## config.mk

```make
export PLATFORM = sky130hd
export DESIGN_NAME = node_pkt_arbiter
export DESIGN_NICKNAME = d
export VERILOG_FILES = /design/src/rtl/router_pkg.sv /design/src/rtl/rr_priority_picker.sv /design/src/rtl/node_pkt_arbiter.sv
export SDC_FILE = /design/constraint.sdc
export NUM_CORES = 1
export LEC_CHECK = 0
export CORE_MARGIN = 2
export CORE_UTILIZATION = 44
export DETAILED_ROUTE_END_ITERATION = 10
export PLACE_DENSITY = 0.83
export SYNTH_ARGS = -nofsm -noshare
export SYNTH_HDL_FRONTEND = slang
export SYNTH_SLANG_ARGS = --single-unit
```

## constraint.sdc

```tcl
create_clock -name Clk_R -period 3.48 [get_ports Clk_R]
set_input_delay 0.348 -clock Clk_R [delete_from_list [all_inputs] [get_ports Clk_R]]
set_output_delay 0.348 -clock Clk_R [all_outputs]
set_load 0.005 [all_outputs]
```

## src/rtl/router_pkg.sv

```systemverilog
// Shared router definitions: packet field layout, default packet width and the
// arbiter state encoding.
package router_pkg;
  localparam int PKT_W    = 29;
  localparam int ADDR_HI  = 28;
  localparam int ADDR_LO  = 25;
  localparam int FLAG_BIT = 24;
  localparam int PAY_HI   = 23;
  localparam int PAY_LO   = 0;

  typedef enum logic [1:0] {
    ST_IDLE    = 2'd0,
    ST_PRESENT = 2'd1,
    ST_HOLDOFF = 2'd2
  } arb_state_e;

  typedef struct packed {
    logic [ADDR_HI-ADDR_LO:0] addr;
    logic                     flag;
    logic [PAY_HI-PAY_LO:0]   payload;
  } pkt_t;

  function automatic logic [PKT_W-1:0] make_pkt(input logic [3:0] addr, input logic flag,
                                                input logic [23:0] payload);
    pkt_t p;
    p.addr    = addr;
    p.flag    = flag;
    p.payload = payload;
    return p;
  endfunction
endpackage

```

## src/rtl/rr_priority_picker.sv

```systemverilog
// Combinational round-robin picker: first set request at or above ptr, with wrap.
module rr_priority_picker #(
  parameter int NUM_REQ = 4
) (
  input  logic [NUM_REQ-1:0] req,
  input  logic [2:0]         ptr,
  output logic [2:0]         grant,
  output logic               any_req
);
  logic [2*NUM_REQ-1:0] dbl;
  logic [NUM_REQ-1:0]   rot;
  logic [3:0]           sum;

  // rotate so bit 0 is the pointer position, then take the lowest set bit
  always_comb begin
    dbl     = {req, req};
    rot     = NUM_REQ'(dbl >> ptr);
    any_req = |req;
    sum     = '0;
    for (int k = NUM_REQ-1; k >= 0; k--)
      if (rot[k]) sum = {1'b0, ptr} + 4'(k);
    grant = (sum >= 4'(NUM_REQ)) ? 3'(sum - 4'(NUM_REQ)) : sum[2:0];
  end
endmodule

```

## src/rtl/node_pkt_arbiter.sv

```systemverilog
// Arbitrates NUM_REQ local requesters onto one router_core node port with
// round-robin fairness, load-ack handshake, timeout and a one-cycle holdoff gap.
module node_pkt_arbiter #(
  parameter int NUM_REQ = 4,
  parameter int PKT_W   = router_pkg::PKT_W,
  parameter int TIMEOUT = 255
) (
  input  logic                     Clk_R,
  input  logic                     Rst_n,
  input  logic [NUM_REQ-1:0]       Req_Valid,
  input  logic [NUM_REQ*PKT_W-1:0] Req_Packet,
  output logic [NUM_REQ-1:0]       Req_Ack,
  output logic [PKT_W-1:0]         Packet_From_Node,
  output logic                     Packet_From_Node_Valid,
  input  logic                     Core_Load_Ack,
  output logic [2:0]               Grant_Id,
  output logic                     Busy,
  output logic                     Timeout_Err
);
  import router_pkg::*;

  arb_state_e       state, nxt;
  logic [2:0]       rr_ptr, win;
  logic [7:0]       cnt;
  logic             any_req, grant_en, ack_hit, to_hit, done;
  logic [PKT_W-1:0] pkt_sel;

  rr_priority_picker #(.NUM_REQ(NUM_REQ)) u_pick (
    .req     (Req_Valid),
    .ptr     (rr_ptr),
    .grant   (win),
    .any_req (any_req)
  );

  always_ff @(posedge Clk_R or negedge Rst_n)
    if (!Rst_n) state <= ST_IDLE;
    else        state <= nxt;

  // ack has priority over timeout on the final PRESENT cycle
  assign ack_hit = (state == ST_PRESENT) && Core_Load_Ack;
  assign to_hit  = (state == ST_PRESENT) && !Core_Load_Ack && (cnt == 8'(TIMEOUT-1));

  always_comb begin
    nxt = state;
    case (state)
      ST_IDLE:    if (any_req) nxt = ST_PRESENT;
      ST_PRESENT: if (ack_hit || to_hit) nxt = ST_HOLDOFF;
      ST_HOLDOFF: nxt = ST_IDLE;
      default:    nxt = ST_IDLE;
    endcase
  end

  always_comb begin
    Busy     = (state != ST_IDLE);
    grant_en = (state == ST_IDLE) && any_req;
    done     = ack_hit || to_hit;
  end

  always_comb begin
    pkt_sel = '0;
    for (int i = 0; i < NUM_REQ; i++)
      if (win == 3'(i)) pkt_sel = Req_Packet[i*PKT_W +: PKT_W];
  end

  always_ff @(posedge Clk_R or negedge Rst_n)
    if (!Rst_n) begin
      Packet_From_Node       <= '0;
      Packet_From_Node_Valid <= 1'b0;
      Grant_Id               <= '0;
      Req_Ack                <= '0;
      Timeout_Err            <= 1'b0;
      rr_ptr                 <= '0;
      cnt                    <= '0;
    end else begin
      for (int i = 0; i < NUM_REQ; i++) Req_Ack[i] <= ack_hit && (Grant_Id == 3'(i));
      Timeout_Err <= to_hit;
      if (grant_en) begin
        Packet_From_Node       <= pkt_sel;
        Grant_Id               <= win;
        Packet_From_Node_Valid <= 1'b1;
        cnt                    <= '0;
      end else if (state == ST_PRESENT) begin
        cnt <= cnt + 8'd1;
      end
      if (done) begin
        Packet_From_Node_Valid <= 1'b0;
        rr_ptr <= (Grant_Id == 3'(NUM_REQ-1)) ? 3'd0 : Grant_Id + 3'd1;
      end
    end
endmodule

```

==> metrics.txt <==
outcome complete, no violations; R2R depth 7; P_leak 2.31 nW; TritonCTS clock tree done; # hold bufs at CTS 0; fin. max-slew vios 0; io pins 162; Vias 4517; Layout Nets 742; Die ar. 9810 sq um; Reg2Reg Setup Slack between 0.3 and 0.4 ns; Tightest Hold Check Type primary input to asynchronous set/reset pin; FF+latch count, synth 51; dominant cell type by area after synthesis dfrtp_1; worst clock skew 0.0106 ns; max_slew headroom around 56%; met2 Use GR 43.0%; Die Y between 90 and 100 microns; diodes inserted 0; Synth top area share 32.1%; GRT Total Usage between 20% and 30%; Die Span X 99.1 microns; final worst slack ~0.34 ns; crit path DAT 3.32 ns; worst r2r dst Packet_From_Node[19]; synth top area cells dfrtp_1, a2111oi_0, inv_1, and2_1, a21oi_1; Post-synth EDFFs 0; Post-Synthesis Cells 476; clock-pin slew on the worst setup and hold paths between 0.1 and 0.15 ns; Post-Layout Cell Count 718; Mapped Nets ~600; most frequent cell after synthesis a2111oi_0; 1st-iter DRT viols around 330; fillers 702; antenna violations before repair 0; layout cells sized above 1 about 5.6%; dpl ws 0.267 ns; Pwr Density 797 nW/um^2; Starting Density 45.6%; first-pass GRT wire length 21400 microns; Cell Area, Synth 3980 sq um; port bufs between 150 and 200; CTS Sinks 51; H-tree depth 2; Primary FF master, synth dfrtp_1; post-layout minimum cycle time 3.14 ns; Ys Warns 0; slowest stage delay, CP 0.67 ns; Bufs and invs on worst path 1; kind of critical path flop to flop; reg2reg start rr_ptr[0]; maxcap violations 0; post_cts resized 0; DRT antenna net count 0; largest net degree at the start of global routing 47; met3 GRT Util just over 5%; FFs w/ async S/R, synth 100%; GR Overflow Total 0; setup TNS 0 ns; vias in the first global route 4446; global routing usage on met1 34.2%; final WL 13400 microns; First-pass DRT Iterations 5; worst slew pin tran 0.664 ns; Area Growth Syn to Fin 44.4%; row cnt 34; worst-path cell chain mux2_2, a22oi_1, o21ai_4, a211o_1, buf_4, a2111oi_0, nor3_1; GPL Wtd Cong 0.903; WP data required about 3.7 ns; Synth cell types 40; synth cell count leaders a2111oi_0, inv_1, dfrtp_1, clkbuf_1, and2_1; routed len/inst 18.6 microns; CP max stage cell dfrtp_1; Num CTS Buffers 5; Crit path max-delay family compound AO/OA/AOI/OAI gates; clk_lat worst skew 0.32 ns; endpoints failing setup 0; Root Driver clkbuf_8; vias per cell 6.29; DRC Markers 0; VDD IR max 0.481 mV; register area share after synthesis approximately a third; Power, Total 0.00458 W; GRT busiest layer met2; RSZ-0062 raised after global routing false; # placed instances 710; Worst setup EP type flop; Longest Clk Path Bufs 2; Final period util 90.2%; post-CTS setup buffer count 0; Avg Inst Size Synth 8.35 sq um; core area roughly 8700 sq um; Max Clk Rate 319 MHz; final HPWL from detailed placement 9400 microns; final hold violations 0; crit-path max FO 44; Worst Setup Start Kind flop
routing by layer:
| layer | wire (microns) | up-vias | share of wire [%] |
|---|---|---|---|
| met5 | 0 | - | 0 |
| met4 | 421 | 0 | 3.2 |
| met3 | 1150 | 40 | 8.6 |
| met2 | 6440 | 273 | 48 |
| met1 | 5350 | 2099 | 40 |
| li1 | - | 2105 | - |
stage by stage:
step	util [%]	hold WS, ns	instance area (sq um)
6_report	65.8	0.0467	5740
4_1_cts	65.8	0.0672	5740
2_1_floorplan	-	0.0524	3980
3_3_place_gp	64.7	0.399	5640
5_1_grt	65.8	0.0747	5740
3_5_place_dp	64.7	0.414	5640
power by group:
| part | internal [W] | switching, W | total (W) |
|---|---|---|---|
| clock | 0.000150 | 0.000232 | 0.000381 |
| combinational | 0.00135 | 0.00182 | 0.00317 |
| sequential | 0.000830 | 0.000199 | 0.00103 |
logic make-up (layout without fill, tap and decap cells):
kind of cell	Yosys count	in the layout	synth area share [%]
buffers and inverters	114	248	11.3
DFF	51	51	32.1
muxes	10	10	2.96
xor gates and xnor gates	6	6	1.32
adders and majority gates	10	10	3.15
AOI/OAI and AO/OA	177	177	34.3
and+or+nand+nor	108	108	14.9
how the worst max path moves through the flow:
stage,from,to,cells after the start
final,rr_ptr[0],Packet_From_Node[19],7
after CTS,rr_ptr[0],Packet_From_Node[19],7
after floorplan,rr_ptr[0],Packet_From_Node[17],8
after global routing,rr_ptr[0],Packet_From_Node[11],7
after global placement,Req_Valid[1],Packet_From_Node[7],8
after detailed placement,Req_Valid[1],Packet_From_Node[7],8
registers in the layout, indices dropped and copies added, names as in the netlist:
name,count
rr_ptr,3
Grant_Id,3
state,2
cnt,8
Packet_From_Node,29
Req_Ack,4
Timeout_Err,1
Packet_From_Node_Valid,1
cell type report:
class | instances | area, sq um | share of cell area (%)
multi-input combinational | 311 | 2280 | 39.7
timing repair buffer | 175 | 1710 | 29.8
sequential | 51 | 1280 | 22.2
inverter | 65 | 244 | 4.25
tap | 108 | 135 | 2.35
clock buffer | 5 | 68.8 | 1.20
clock inverter | 3 | 27.5 | 0.480
placed cells by master, fill, tap and decap left out, drive strengths merged, types with 2 or more instances in the layout:
| cell type | instances |
|---|---|
| o21ai | 12 |
| nand3 | 4 |
| buf | 15 |
| a22oi | 3 |
| nand2b | 2 |
| xnor2 | 2 |
| a21oi | 33 |
| xor2 | 4 |
| nor2b | 3 |
| ha | 10 |
| or2 | 2 |
| inv | 67 |
| mux2i | 5 |
| clkbuf | 5 |
| mux2 | 4 |
| nand4 | 2 |
| dfrtp | 51 |
| nand2 | 7 |
| a2111oi | 116 |
| clkdlybuf4s50 | 160 |
| o211ai | 3 |
| nor2 | 12 |
| and2 | 35 |
| and3 | 5 |
| a31oi | 4 |
| nor3 | 31 |
Power figures use the tool's default switching activity.
